## src/rtl/conv_result_writer.sv

```systemverilog
// conv_result_writer: serialises 192-bit six-lane result buses into 32-bit external RAM writes,
// one frame of FRAME_BUSES buses per enable, with back-to-back bus acceptance and overflow flagging.
`default_nettype none

module conv_result_writer #(
  parameter int ADDR_WIDTH  = 8,
  parameter int BASE_ADDR   = 0,
  parameter int FRAME_BUSES = 36
) (
  input  logic                  clk,
  input  logic                  rst_n,
  input  logic                  enable,
  input  logic                  i_pixel_valid,
  input  logic [191:0]          i_pixel_bus,
  output logic                  o_ready,
  output logic [ADDR_WIDTH-1:0] ext_ram_addr,
  output logic [31:0]           ext_ram_data,
  output logic                  ext_ram_we,
  output logic                  o_done,
  output logic                  o_overflow
);

  localparam int BW = $clog2(FRAME_BUSES + 1);
  localparam logic [BW-1:0]         LAST_BUS = BW'(FRAME_BUSES - 1);
  localparam logic [ADDR_WIDTH-1:0] BASE     = ADDR_WIDTH'(BASE_ADDR);

  typedef enum logic [1:0] {IDLE, WAIT_BUS, WRITE, DONE} state_t;

  state_t                state, state_nxt;
  logic [2:0]            idx, idx_nxt;
  logic [BW-1:0]         bus_cnt, bus_cnt_nxt;
  logic [ADDR_WIDTH-1:0] addr_cnt, addr_cnt_nxt;
  logic [191:0]          hold, hold_nxt;
  logic [31:0]           lane_word;
  logic                  lane_last;
  logic                  accept;

  assign lane_last = (idx == 3'd5);
  // Ready during the last lane of a non-final bus lets the next bus follow with no gap cycle.
  assign o_ready   = (state == WAIT_BUS) ||
                     ((state == WRITE) && lane_last && (bus_cnt < LAST_BUS));
  assign accept    = i_pixel_valid & o_ready;

  always_comb begin
    lane_word = hold[31:0];
    case (idx)
      3'd0:    lane_word = hold[191:160];
      3'd1:    lane_word = hold[159:128];
      3'd2:    lane_word = hold[127:96];
      3'd3:    lane_word = hold[95:64];
      3'd4:    lane_word = hold[63:32];
      default: lane_word = hold[31:0];
    endcase
  end

  always_comb begin
    state_nxt    = state;
    idx_nxt      = idx;
    bus_cnt_nxt  = bus_cnt;
    addr_cnt_nxt = addr_cnt;
    hold_nxt     = hold;
    case (state)
      IDLE: begin
        if (enable) begin
          state_nxt    = WAIT_BUS;
          addr_cnt_nxt = BASE;
          bus_cnt_nxt  = '0;
          idx_nxt      = 3'd0;
        end
      end
      WAIT_BUS: begin
        if (accept) begin
          hold_nxt  = i_pixel_bus;
          idx_nxt   = 3'd0;
          state_nxt = WRITE;
        end
      end
      WRITE: begin
        addr_cnt_nxt = addr_cnt + 1'b1;
        if (lane_last) begin
          bus_cnt_nxt = bus_cnt + 1'b1;
          idx_nxt     = 3'd0;
          if (accept) begin
            hold_nxt = i_pixel_bus;
          end else if (bus_cnt == LAST_BUS) begin
            state_nxt = DONE;
          end else begin
            state_nxt = WAIT_BUS;
          end
        end else begin
          idx_nxt = idx + 3'd1;
        end
      end
      default: state_nxt = IDLE;
    endcase
  end

  always_ff @(posedge clk) begin
    if (!rst_n) begin
      state        <= IDLE;
      idx          <= '0;
      bus_cnt      <= '0;
      addr_cnt     <= '0;
      hold         <= '0;
      ext_ram_we   <= 1'b0;
      ext_ram_addr <= '0;
      ext_ram_data <= '0;
      o_done       <= 1'b0;
      o_overflow   <= 1'b0;
    end else begin
      state      <= state_nxt;
      idx        <= idx_nxt;
      bus_cnt    <= bus_cnt_nxt;
      addr_cnt   <= addr_cnt_nxt;
      hold       <= hold_nxt;
      ext_ram_we <= (state == WRITE);
      o_done     <= (state == DONE);
      if (state == WRITE) begin
        ext_ram_addr <= addr_cnt;
        ext_ram_data <= lane_word;
      end
      if ((state == IDLE) && enable) begin
        o_overflow <= 1'b0;
      end else if ((state != IDLE) && i_pixel_valid && !o_ready) begin
        o_overflow <= 1'b1;
      end
    end
  end

endmodule

`default_nettype wire

```

## config.mk

```make
export PLATFORM = sky130hd
export DESIGN_NAME = conv_result_writer
export DESIGN_NICKNAME = d
export VERILOG_FILES = /design/src/rtl/conv_result_writer.sv
export SDC_FILE = /design/constraint.sdc
export NUM_CORES = 1
export LEC_CHECK = 0
export CORE_MARGIN = 1
export CORE_UTILIZATION = 30
export CTS_BUF_LIST = sky130_fd_sc_hd__clkbuf_16
export DETAILED_ROUTE_END_ITERATION = 8
export PLACE_DENSITY = 0.51
export SLEW_MARGIN = 20
export SYNTH_ARGS = -nofsm -noshare
export SYNTH_HDL_FRONTEND = slang
export SYNTH_SLANG_ARGS = --single-unit
```

## constraint.sdc

```tcl
create_clock -name clk -period 2.8 [get_ports clk]
set_clock_uncertainty 0.05 [all_clocks]
set_input_delay 0.56 -clock clk [delete_from_list [all_inputs] [get_ports clk]]
set_output_delay 0.56 -clock clk [all_outputs]
set_load 0.02 [all_outputs]
```

==> results of run 1 <==
kinds of logic (layout without fill, tap and decap cells):
| logic type | Yosys count | in the layout |
|---|---|---|
| compound gates | 386 | 386 |
| xor+xnor | 2 | 2 |
| fa+ha+maj | 3 | 3 |
| buf+inv | 145 | 340 |
| flops | 254 | 254 |
| mux | 10 | 10 |
| other cells | 0 | 1 |
| simple gates | 564 | 564 |
sequential cells by signal, indices dropped and copies added (netlist names):
| register | cells |
|---|---|
| hold | 192 |
| bus_cnt | 6 |
| o_done | 1 |
| o_overflow | 1 |
| ext_ram_data | 32 |
| ext_ram_addr | 8 |
| addr_cnt | 8 |
| idx | 3 |
| state | 2 |
| ext_ram_we | 1 |
cell type report:
| class | count | area share [%] |
|---|---|---|
| Timing Repair Buffer | 283 | 18.5 |
| Multi-Input combinational cell | 965 | 39.1 |
| Clock inverter | 24 | 1.06 |
| Clock buffer | 30 | 4.77 |
| Inverter | 3 | 0.0716 |
| Antenna cell | 1 | 0.0159 |
| Tap cell | 518 | 4.12 |
| Sequential cell | 254 | 32.4 |
metal layers:
layer	up-vias	GRT usage, %
met5	-	0
met4	2	3.52
met3	40	2.38
met2	228	26.8
met1	4699	27.5
li1	5193	-
Yosys cell counts, types with 6 or more instances:
library cell | count | area [µm²]
nand2b_1 | 6 | 37.5
dfxtp_1 | 254 | 5080
and2_1 | 6 | 37.5
nor2_1 | 42 | 158
a22oi_1 | 33 | 248
a21boi_0 | 41 | 308
nand2_1 | 222 | 833
buf_6 | 20 | 225
nand3_2 | 158 | 1580
buf_1 | 15 | 56.3
buf_2 | 31 | 155
o311a_1 | 30 | 300
o21ai_0 | 40 | 200
nor2b_1 | 36 | 225
nand3_1 | 70 | 350
a211oi_1 | 31 | 233
o21ai_1 | 139 | 696
o21ai_2 | 22 | 193
o31ai_1 | 30 | 225
clkbuf_1 | 73 | 274
timing repair:
item | 4_1_cts | 5_1_grt
resized for setup | 1 | 0
hold buffers | 0 | 0
setup endpoints to repair | 1 | 0
through the flow:
step | utilization [%] | instance area (µm²)
6_report | 40.3 | 15700
5_1_grt | 40.3 | 15700
4_1_cts | 40.3 | 15700
3_5_place_dp | 38.0 | 14800
3_3_place_gp | 38.0 | 14800
2_1_floorplan | - | 12000
report_power, final:
group | switching (W) | internal, W
combinational | 0.000639 | 0.000527
sequential | 0.000120 | 0.00379
clock | 0.00156 | 0.00211
total | 0.00232 | 0.00643
tightest hold or removal path: stages:
cell	delay, ps
buf_8	210
nand3_2	120
o21ai_1	50
how the worst min path moves through the flow:
| stage | startpoint | end | cells past startpoint |
|---|---|---|---|
| 6_report | rst_n | hold[135] | 3 |
| 5_1_grt | rst_n | hold[71] | 3 |
| 2_1_floorplan | hold[131] | hold[131] | 2 |
| 4_1_cts | rst_n | hold[135] | 3 |
| 3_3_place_gp | hold[169] | hold[169] | 2 |
| 3_5_place_dp | hold[184] | hold[184] | 2 |
==> impl_metrics.py, run 1 <==
metrics = {
    "outcome": {
        "outcome": "finished, final reports clean",
    },
    "sta": {
        "max-slew-margin-rel_pct": 43.9,
        "rsz0062_at_grt": "false",
        "finalSetupViolCount": 0,
        "setup_tns_ps": 0,
        "finalMaxSlewViolations": 0,
        "hold_viol_final": 0,
        "max_freq_ghz": 0.380,
        "finalCriticalPeriod_ps": 2630,
        "fin_ws_ps": 167,
        "finalCritPeriodShare_pct": 94.0,
        "whs_ps": 393,
        "worst_pin_slew_ps": 837,
    },
    "global_route": {
        "grt_max_degree": 83,
        "grt_pass1_vias": 9872,
        "antenna_found_initial": 1,
        "gr-total-overflow": 0,
        "grt_usage_pct": 18.0,
        "grt_pass1_wl_um": 58000,
    },
    "place": {
        "port_buffers": 239,
        "dp.cells": 2023,
        "dpl.hpwl_um": 25700,
        "globalplace.congestion": 0.787,
        "post-place-ws_ps": 336,
    },
    "setup_path": {
        "r2r-start": "idx[0]",
        "crit_family": "buffers and inverters",
        "start_kind": "flop",
        "critPathBufInv": 1,
        "cpMaxStageDelayCell": "dlygate4sd2_1",
        "end_kind": "output port",
        "worstSetupEndpoint": "o_ready",
        "r2r-end": "ext_ram_data[3]",
        "worst-setup-path-type": "flop to output port",
        "r2r_setup_slack_ps": 450,
        "cp.depth": 5,
        "cp.arrival_ps": 2020,
        "rr_worst_depth": 6,
        "worstPathRequired_ps": 2190,
        "crit_chain": "ha_1 > o41ai_4 > nand3_1 > nand2_1 > dlygate4sd2_1",
        "crit_fanout": 3,
        "slowest_delay_ps": 330,
        "crit_start": "bus_cnt[0]",
    },
    "cells_and_area": {
        "final_cell_mix": "251 x dfxtp_1, 237 x clkdlybuf4s50_1, 221 x nand2_1",
        "multi_input_area_um2": 6150,
        "fill_cells": 3962,
        "regArea_um2": 5090,
        "drive_gt1_share_pct": 18.1,
        "layout_commonest_cell": "dfxtp_1",
        "nets": 1736,
        "stdcell_count": 2078,
        "area_growth_pct": 31.6,
    },
    "floorplan": {
        "initial_utilization_pct": 30.7,
        "core.rowCount": 72,
        "die_w_um": 202,
        "core_area_um2": 39000,
        "io_pins": 240,
        "die_h_um": 202,
        "die_area_um2": 40700,
    },
    "clock_tree": {
        "cts_buffers": 30,
        "clock_latency_ps": 560,
        "cts_tree": "built",
        "htreeDepth": 1,
        "postCtsSetupBuffers": 0,
        "clk_path_buf_depth": 3,
        "clockRootBuffer": "clkbuf_16",
        "clkSinkCount": 254,
        "clk_pin_slew_worst_paths_ps": 60,
    },
    "drt": {
        "num_vias": 10200,
        "wirelength_um": 37600,
        "drtAntennaViolNets": 0,
        "vias_per_cell": 4.89,
        "drc_errors": 0,
        "drtIter0Drc": 524,
        "route.met2.wl_um": 15900,
        "wl_per_cell_um": 18.1,
        "routed.top_layer": "met5",
        "met3_length_um": 1630,
        "drt_first_pass_iters": 5,
        "wl_met1_um": 19400,
    },
    "yosys": {
        "synthArstFlopShare_pct": 0,
        "syn_area_um2": 12000,
        "synth_warnings": 0,
        "synth-simple-area-share_pct": 28.4,
        "synth_edf_count": 0,
        "synth_fp_nets": 1563,
        "synth-seq-area-share_pct": 42.5,
        "synthDistinctLibCells": 49,
        "synth_ff_type": "dfxtp_1",
        "yosys-mux-area-fraction_pct": 0.889,
        "synth.avg_cell_area_um2": 8.77,
        "synthCells": 1364,
        "ys_ff_latch": 254,
        "synth-adder-area-share_pct": 0.314,
        "synth_top_family_by_area": "simple AND/OR/NAND/NOR gates",
        "synth_xor_area_share_pct": 0.147,
        "synth_compound_area_share_pct": 21.6,
    },
    "pwr": {
        "ir_drop_mv": 0.406,
        "leakagePower_nw": 5.48,
        "power_per_cell_area_nw_per_um2": 556,
        "finalPower_w": 0.00875,
    },
    "min_path": {
        "hold_class": "primary input to flop",
    },
    "flow_run": {
        "max_cap_viol_count": 0,
    },
}
(Power assumes the default switching activity.)
==> inputs of run 2 (changes only) <==
--- a/config.mk
+++ b/config.mk
@@ -5,6 +5,7 @@
 export SDC_FILE = /design/constraint.sdc
 export NUM_CORES = 1
 export LEC_CHECK = 0
+export ABC_CLOCK_PERIOD_IN_PS = 2800
 export CORE_MARGIN = 1
 export CORE_UTILIZATION = 30
 export CTS_BUF_LIST = sky130_fd_sc_hd__clkbuf_16
==> results of run 2 <==
No change in the layout: final DEF, timing and power equal those of run 1.
==> inputs of run 3 (changes only) <==
--- a/config.mk
+++ b/config.mk
@@ -10,7 +10,8 @@
 export CORE_UTILIZATION = 30
 export CTS_BUF_LIST = sky130_fd_sc_hd__clkbuf_16
 export DETAILED_ROUTE_END_ITERATION = 8
-export PLACE_DENSITY = 0.51
+export HOLD_SLACK_MARGIN = 0.1
+export PLACE_DENSITY = 0.49
 export SLEW_MARGIN = 20
 export SYNTH_ARGS = -nofsm -noshare
 export SYNTH_HDL_FRONTEND = slang
==> impl_metrics.py, run 3 (synthesis gave the netlist of run 1 again) <==
metrics = {
    "floorplan": {
        "core_area_um2": 39000,
        "die_area_um2": 40700,
        "io_pins": 240,
        "core.rowCount": 72,
        "die_h_um": 202,
        "initial_utilization_pct": 30.7,
        "die_w_um": 202,
    },
    "setup_path": {
        "worst-setup-path-type": "flop to output port",
        "worstPathRequired_ps": 2190,
        "start_kind": "flop",
        "crit_fanout": 3,
        "cp.arrival_ps": 2040,
        "end_kind": "output port",
    },
    "sta": {
        "max_freq_ghz": 0.377,
        "finalMaxSlewViolations": 0,
        "worst_pin_slew_ps": 659,
        "fin_ws_ps": 145,
        "setup_tns_ps": 0,
        "finalCritPeriodShare_pct": 94.8,
        "finalSetupViolCount": 0,
        "hold_viol_final": 0,
        "max-slew-margin-rel_pct": 55.8,
        "finalCriticalPeriod_ps": 2650,
        "rsz0062_at_grt": "false",
    },
    "cells_and_area": {
        "top_register": "hold",
        "regArea_um2": 5090,
        "fill_cells": 3980,
        "final_cell_mix": "251 x dfxtp_1, 237 x clkdlybuf4s50_1, 221 x nand2_1",
        "top_regs": "hold (192), ext_ram_data (32)",
        "layout_commonest_cell": "dfxtp_1",
        "drive_gt1_share_pct": 18.5,
        "nets": 1738,
        "largest_reg_flops": 192,
        "multi_input_area_um2": 6150,
        "area_growth_pct": 31.9,
    },
    "pwr": {
        "power_per_cell_area_nw_per_um2": 559,
        "ir_drop_mv": 0.411,
        "leakagePower_nw": 5.50,
    },
    "clock_tree": {
        "htreeDepth": 1,
        "clockRootBuffer": "clkbuf_16",
        "clk_pin_slew_worst_paths_ps": 60,
        "clk_path_buf_depth": 3,
        "cts_buffers": 31,
        "hold_buffers": 0,
        "cts_tree": "built",
        "clkSinkCount": 254,
        "clock_latency_ps": 560,
    },
    "place": {
        "port_buffers": 239,
        "post-place-ws_ps": 356,
        "dpl.hpwl_um": 25900,
        "globalplace.congestion": 0.768,
    },
    "global_route": {
        "grt_usage_pct": 18.2,
        "grt_pass1_wl_um": 58600,
        "grt_max_degree": 112,
        "antenna_found_initial": 1,
        "gr-total-overflow": 0,
        "grt_pass1_vias": 10000,
    },
    "drt": {
        "drc_errors": 0,
        "vias_per_cell": 4.89,
        "drt_first_pass_iters": 5,
        "wirelength_um": 37900,
        "drtIter0Drc": 597,
        "drtAntennaViolNets": 0,
        "num_vias": 10200,
        "wl_per_cell_um": 18.2,
    },
    "outcome": {
        "outcome": "finished, final reports clean",
    },
    "flow_run": {
        "max_cap_viol_count": 0,
    },
    "min_path": {
        "hold_class": "primary input to flop",
    },
}
[run 3: where the power goes]
group	switching, W	internal, W
Sequential	0.000119	0.00379
Combinational	0.000645	0.000542
Clock	0.00162	0.00209
[run 3: worst max-delay path, cell delays in order (launching register included)]
cell and delay [ps]:
dfxtp_1 320, ha_1 250, o41ai_4 310, nand3_1 160
nand2_1 110, dlygate4sd2_1 340
[run 3: final timing paths]
kind | from | endpoint | slack [ps] | cells past startpoint
hold reg to reg | hold[188] | hold[188] | 400 | 2
setup reg to reg | idx[1] | hold[28] | 560 | 7
hold / removal | rst_n | hold[135] | 370 | 3
setup / recovery | bus_cnt[0] | o_ready | 150 | 5
[run 3: layer usage]
metal  track usage (%)  vias up  routed length, µm
li1                  -     5200                  -
met1              26.7     4729              19400
met2              27.7      208              16300
met3              2.74       31               1620
met4              4.46        0                520
met5                 0        -                  0
[run 3: what timing repair did]
action | in CTS | in global routing
buffers inserted | 0 | 0
gates resized for setup | 1 | 0
hold endpoints to repair | 0 | 0
setup endpoints to repair | 1 | 0
[run 3: cell type report]
class	instances	share of cell area, %
Sequential cell	254	32.3
Inverter	3	0.0714
Multi-Input combinational cell	965	39.0
Antenna cell	1	0.0159
Tap cell	518	4.11
Timing Repair Buffer	284	18.7
Clock buffer	31	4.92
Clock inverter	25	0.968
[run 3: stage by stage]
| stage | std cells | total power (W) | hold WS (ps) | instance area, µm² | util [%] |
|---|---|---|---|---|---|
| 2_1_floorplan | 1364 | 0.00463 | 379 | 12000 | - |
| 3_3_place_gp | 2024 | 0.00518 | 388 | 14800 | 38.1 |
| 3_5_place_dp | 2024 | 0.00519 | 391 | 14800 | 38.1 |
| 4_1_cts | 2080 | 0.00896 | 367 | 15800 | 40.4 |
| 5_1_grt | 2081 | 0.00922 | 399 | 15800 | 40.4 |
| 6_report | 2081 | 0.00881 | 369 | 15800 | 40.4 |
